File: src/rtl/mem_write_fsm_if.sv
// Sensor-to-BRAM write handshake: per-sensor ready levels in, write strobe,
// selected sensor index and frame-complete pulse out.
interface mem_write_fsm_if #(
  parameter int NUM_SENSORS = 8
);
  logic [NUM_SENSORS-1:0] ToF_dr;
  logic                   wea;
  logic [2:0]             ToF_Index;
  logic                   all_data_written;

  modport slave (
    input  ToF_dr,
    output wea,
    output ToF_Index,
    output all_data_written
  );

  modport master (
    output ToF_dr,
    input  wea,
    input  ToF_Index,
    input  all_data_written
  );
endinterface

File: src/rtl/mem_write_fsm.sv
// Round-robin arbiter that writes one word per ready assertion from each ToF
// sensor into BRAM and pulses all_data_written once every sensor has a frame.
module mem_write_fsm #(
  parameter int NUM_SENSORS     = 8,
  parameter int WORDS_PER_FRAME = 64
) (
  input  logic            clk,
  input  logic            reset,
  mem_write_fsm_if.slave  bus
);

  typedef enum logic [1:0] {IDLE, WRITE, HOLD, DONE} state_t;

  state_t                 state, state_nxt;
  logic                   wea_q, wea_nxt;
  logic                   adw_q, adw_nxt;
  logic [2:0]             idx_q, idx_nxt;
  logic [2:0]             ptr, ptr_nxt;
  logic [NUM_SENSORS-1:0] done_mask, mask_nxt;
  logic [6:0]             cnt     [NUM_SENSORS];
  logic [6:0]             cnt_nxt [NUM_SENSORS];

  logic                   found;
  logic [2:0]             sel;
  logic [3:0]             sum;
  logic [2:0]             cand;

  assign bus.wea              = wea_q;
  assign bus.ToF_Index        = idx_q;
  assign bus.all_data_written = adw_q;

  // First ready, not-yet-complete sensor at or after ptr, wrapping modulo NUM_SENSORS.
  always_comb begin
    found = 1'b0;
    sel   = '0;
    sum   = '0;
    cand  = '0;
    for (int unsigned k = 0; k < NUM_SENSORS; k++) begin
      sum = {1'b0, ptr} + 4'(k);
      if (sum >= 4'(NUM_SENSORS))
        cand = 3'(sum - 4'(NUM_SENSORS));
      else
        cand = sum[2:0];
      if (!found && bus.ToF_dr[cand] && !done_mask[cand]) begin
        found = 1'b1;
        sel   = cand;
      end
    end
  end

  always_comb begin
    state_nxt = state;
    wea_nxt   = 1'b0;
    adw_nxt   = 1'b0;
    idx_nxt   = idx_q;
    ptr_nxt   = ptr;
    mask_nxt  = done_mask;
    cnt_nxt   = cnt;
    case (state)
      IDLE: begin
        if (found) begin
          idx_nxt   = sel;
          wea_nxt   = 1'b1;
          state_nxt = WRITE;
        end
      end
      WRITE: begin
        state_nxt = HOLD;
        ptr_nxt   = (idx_q == 3'(NUM_SENSORS - 1)) ? 3'd0 : idx_q + 3'd1;
        if (cnt[idx_q] == 7'(WORDS_PER_FRAME - 1)) begin
          cnt_nxt[idx_q]  = '0;
          mask_nxt[idx_q] = 1'b1;
        end else begin
          cnt_nxt[idx_q] = cnt[idx_q] + 7'd1;
        end
      end
      HOLD: begin
        if (!bus.ToF_dr[idx_q]) begin
          if (&done_mask) begin
            state_nxt = DONE;
            adw_nxt   = 1'b1;
          end else begin
            state_nxt = IDLE;
          end
        end
      end
      DONE: begin
        mask_nxt  = '0;
        state_nxt = IDLE;
      end
      default: state_nxt = IDLE;
    endcase
  end

  always_ff @(posedge clk or negedge reset) begin
    if (!reset) begin
      state     <= IDLE;
      wea_q     <= 1'b0;
      adw_q     <= 1'b0;
      idx_q     <= '0;
      ptr       <= '0;
      done_mask <= '0;
      for (int unsigned i = 0; i < NUM_SENSORS; i++) cnt[i] <= '0;
    end else begin
      state     <= state_nxt;
      wea_q     <= wea_nxt;
      adw_q     <= adw_nxt;
      idx_q     <= idx_nxt;
      ptr       <= ptr_nxt;
      done_mask <= mask_nxt;
      cnt       <= cnt_nxt;
    end
  end

endmodule

File: src/flat_wrapper.sv
// flat-port wrapper written by rule: the top's interface ports become plain ports
module mem_write_fsm_flat 
#(
  parameter int NUM_SENSORS     = 8,
  parameter int WORDS_PER_FRAME = 64
)
  (clk, reset, bus_ToF_dr, bus_wea, bus_ToF_Index, bus_all_data_written);
  mem_write_fsm_if #(.NUM_SENSORS(NUM_SENSORS)) bus_i ();
  input  logic clk;
  input  logic reset;
  input wire logic [$bits(bus_i.ToF_dr)-1:0] bus_ToF_dr;
  output wire logic [$bits(bus_i.wea)-1:0] bus_wea;
  output wire logic [$bits(bus_i.ToF_Index)-1:0] bus_ToF_Index;
  output wire logic [$bits(bus_i.all_data_written)-1:0] bus_all_data_written;
  assign bus_i.ToF_dr = bus_ToF_dr;
  assign bus_wea = bus_i.wea;
  assign bus_ToF_Index = bus_i.ToF_Index;
  assign bus_all_data_written = bus_i.all_data_written;
  mem_write_fsm #(.NUM_SENSORS(NUM_SENSORS), .WORDS_PER_FRAME(WORDS_PER_FRAME)) u_core (.clk(clk), .reset(reset), .bus(bus_i));
endmodule
File: config.mk
export PLATFORM = sky130hd
export DESIGN_NAME = mem_write_fsm_flat
export DESIGN_NICKNAME = d
export VERILOG_FILES = /design/src/rtl/mem_write_fsm_if.sv /design/src/rtl/mem_write_fsm.sv /design/src/flat_wrapper.sv
export SDC_FILE = /design/constraint.sdc
export NUM_CORES = 1
export LEC_CHECK = 0
export BUFFER_PORTS_ARGS = -buffer_cell sky130_fd_sc_hd__clkbuf_2
export CAP_MARGIN = 10
export CORE_MARGIN = 10
export CORE_UTILIZATION = 43
export DETAILED_ROUTE_END_ITERATION = 8
export SYNTH_ARGS = -nofsm -noshare
export SYNTH_HDL_FRONTEND = slang
export SYNTH_SLANG_ARGS = --single-unit
File: constraint.sdc
create_clock -name clk -period 2.55 [get_ports clk]
set_clock_uncertainty 0.15 [all_clocks]
set_input_delay 0.3825 -clock clk [delete_from_list [all_inputs] [get_ports clk]]
set_output_delay 0.3825 -clock clk [all_outputs]
set_load 0.005 [all_outputs]
==> metrics <==
Logic pwr share 0.650; switching part of the total 0.4199; P_leak 2.752 nW; Pins Over Slew Limit 0; Hold/Removal Path Class flop to flop; CTS buffer count 9; DIE AREA 15720 sq um; I/O Pins 15; DR vias 3831; Area after DPL 5409 sq um; Synth Net Count 431; worst IR drop on VDD 0.6919 mV; drt wl/cell 20.33 um; RSZ-0062 raised after global routing yes; Final nets 512; ant diodes 0; status complete, but fails checks; worst-skew pair later-pin latency 360 ps; Mapped Avg Cell Area 11.47 sq um; Final Total Pwr 8.105 mW; DPL Wire Length 9276 um; synthesized area 4773 sq um; Sequential Power Share 0.219; GRT Total Usage 0.1571; first-pass GRT wire length 20260 um; vias in the first global route 3728; first-pass detailed-route iteration total 5; critical path capture point type flop; fin crit share 1.040; switching pwr 3.404 mW; number of synthesized register bits 74; core area 10840 sq um; final period demand of the worst path 2653 ps; Clock Power Share 0.132; Die Height 125.4 um; Int Pwr 4.702 mW; Cells after Synth 416; Worst Tran Pin Value 589.2 ps; vias per cell 5.967; Routed WL 13050 um; largest net degree at the start of global routing 42; Hold Path Cell Cnt 2; final core utilization 0.5672; # setup viols final 18; dpl cells 603; cells on worst reg2reg path 8; register area share after synthesis 0.3879; pwr/cell area 1318 nW/um^2; post-synthesis cell type count 71; Post-Layout Cell Count 642; Root Driver clkbuf_8; initial core utilization 0.4403; CP max FO 10; Reg clk slew, reported paths 80 ps; layout cells sized above 1 0.4462; Worst Setup Slack, final -102.8 ps; Final Hold Fails 0; Crit Path Category flop to flop; total grt overflow 0; CP Data Arrival Time 2730 ps; Post-DRT Antenna Nets 0; CTS sink cnt 74; critical path required time 2630 ps; Clock Path Buffers 2; Primary FF master, synth dfrtp_1; Synth async-reset ratio 1.000; Die Wd 125.4 um; Fmax achieved 0.3770 GHz; CTS tree yes; row count 38; RD Place Congestion 0.8881; Port Buffers 14; Iter 0 DRT Violations 317; violated checks setup timing; DRC 0; Hold Slack 331.1 ps; design area 6148 sq um; CP Launch Type flop; synth warn 0; Relative slew margins 0.6063; initial antenna violation count 0; Syn-to-layout area delta 28.81%; # H-tree levels 3; EDFF count, synth 0; Max Cap Viol 0
path summary, 6_finish.rpt:
check,startpoint,endpoint,slack (ps)
max in group asynchronous,reset,u_core.bus.ToF_Index[2],1290
min in group asynchronous,reset,u_core.cnt[44],380
worst min-delay path,u_core.cnt[54],u_core.cnt[54],330
worst min register to register,u_core.cnt[54],u_core.cnt[54],330
worst max register to register,u_core.ptr[0],u_core.bus.ToF_Index[2],-100
worst max-delay path,u_core.ptr[0],u_core.bus.ToF_Index[2],-100
power groups by stage:
stage	registers [mW]	logic [mW]	clock network (mW)
floorplan	1.66	3.16	0
global placement	1.77	4.36	0
detailed placement	1.77	4.41	0
CTS	1.75	4.46	1.08
global route	1.81	5.62	1.14
finish	1.77	5.27	1.07
state kept, by name, indices dropped and copies added, names as in the netlist:
register,count
u_core.cnt,56
u_core.done_mask,8
u_core.bus.ToF_Index,3
u_core.ptr,3
u_core.state,2
u_core.bus.all_data_written,1
u_core.bus.wea,1
cell usage in the layout, fill, tap and decap left out, types with 7 or more instances in the layout:
master,netlist,layout
nand2_1,51,48
mux4_2,15,16
a22o_1,22,22
nand2b_1,10,10
buf_4,2,69
clkbuf_8,5,12
dfrtp_1,74,71
o21ai_0,12,12
mux2i_1,21,17
mux2_2,15,11
nor2_1,15,13
and2b_2,8,8
nand3_1,7,7
mux2_4,3,7
o31ai_2,2,10
mux4_1,8,7
clkbuf_2,0,13
cell usage after synthesis (4+ instances only):
cell type / count / area (sq um)
dfrtp_1: 74 / 1852
nand2_1: 51 / 191.4
a22o_1: 22 / 192.7
mux2i_1: 21 / 210.2
mux2_2: 15 / 168.9
mux4_2: 15 / 337.8
nor2_1: 15 / 56.30
o31ai_1: 15 / 112.6
o21ai_0: 12 / 60.06
nand2b_1: 10 / 62.56
a31oi_1: 8 / 50.05
and2b_2: 8 / 70.07
clkbuf_1: 8 / 30.03
mux4_1: 8 / 210.2
a21oi_1: 7 / 35.03
nand3_1: 7 / 35.03
buf_2: 6 / 30.03
a221oi_1: 5 / 43.79
clkbuf_8: 5 / 68.82
ha_1: 5 / 62.56
nand2_2: 5 / 31.28
nor3_1: 5 / 25.02
nor3b_1: 5 / 37.54
o22ai_1: 5 / 31.28
or2b_1: 4 / 30.03
metrics by stage:
step                setup TNS, ps  setup WS, ps
finish                     -695.7        -102.8
global route                -2598        -127.2
detailed placement         -988.6        -108.1
CTS                        -185.3        -89.98
floorplan                  -351.8        -18.77
global placement           -721.2        -129.8
per-layer routing:
metal | up-vias | global-route usage | wire (um)
li1 | 1757 | - | -
met1 | 1946 | 0.2064 | 5956
met2 | 97 | 0.2524 | 6367
met3 | 31 | 0.03042 | 373
met4 | 0 | 0.05488 | 356
met5 | - | 0 | 0
worst max-delay path, stage by stage (launching register included):
cell and delay, ps:
dfrtp_1 430, clkinv_4 90, buf_12 140, mux4_1 620, mux2_4 300, nand4_2 150, o31ai_4 110, nor2b_1 170
a311oi_2 360
layout make-up:
type,count,area [sq um]
timing repair buffer,95,808.3
fill,889,4692
multi-input combinational,310,3038
tap,140,175.2
clock buffer,12,165.2
clock inverter,4,72.57
sequential,74,1856
inverter,7,33.78
what timing repair did:
item	4_1_cts	5_1_grt
gates resized for setup	2	60
pin swaps	0	10
hold buffers	1	0
endpoints found under the setup margin	20	68
buffers inserted	0	21
gates cloned	0	2
endpoints found under the hold margin	33	0
cell families (layout without fill, tap and decap cells):
family / Yosys count / count (layout) / synth area share
AOI/OAI and AO/OA: 97 / 97 / 0.1599
xor gates and xnor gates: 9 / 9 / 0.02123
adders and majority gates: 5 / 5 / 0.01311
buffers and inverters: 32 / 118 / 0.04692
DFF: 74 / 74 / 0.3879
muxes: 64 / 64 / 0.2113
and+or+nand+nor: 135 / 135 / 0.1596
No activity file was read; power rests on OpenSTA's default activity.
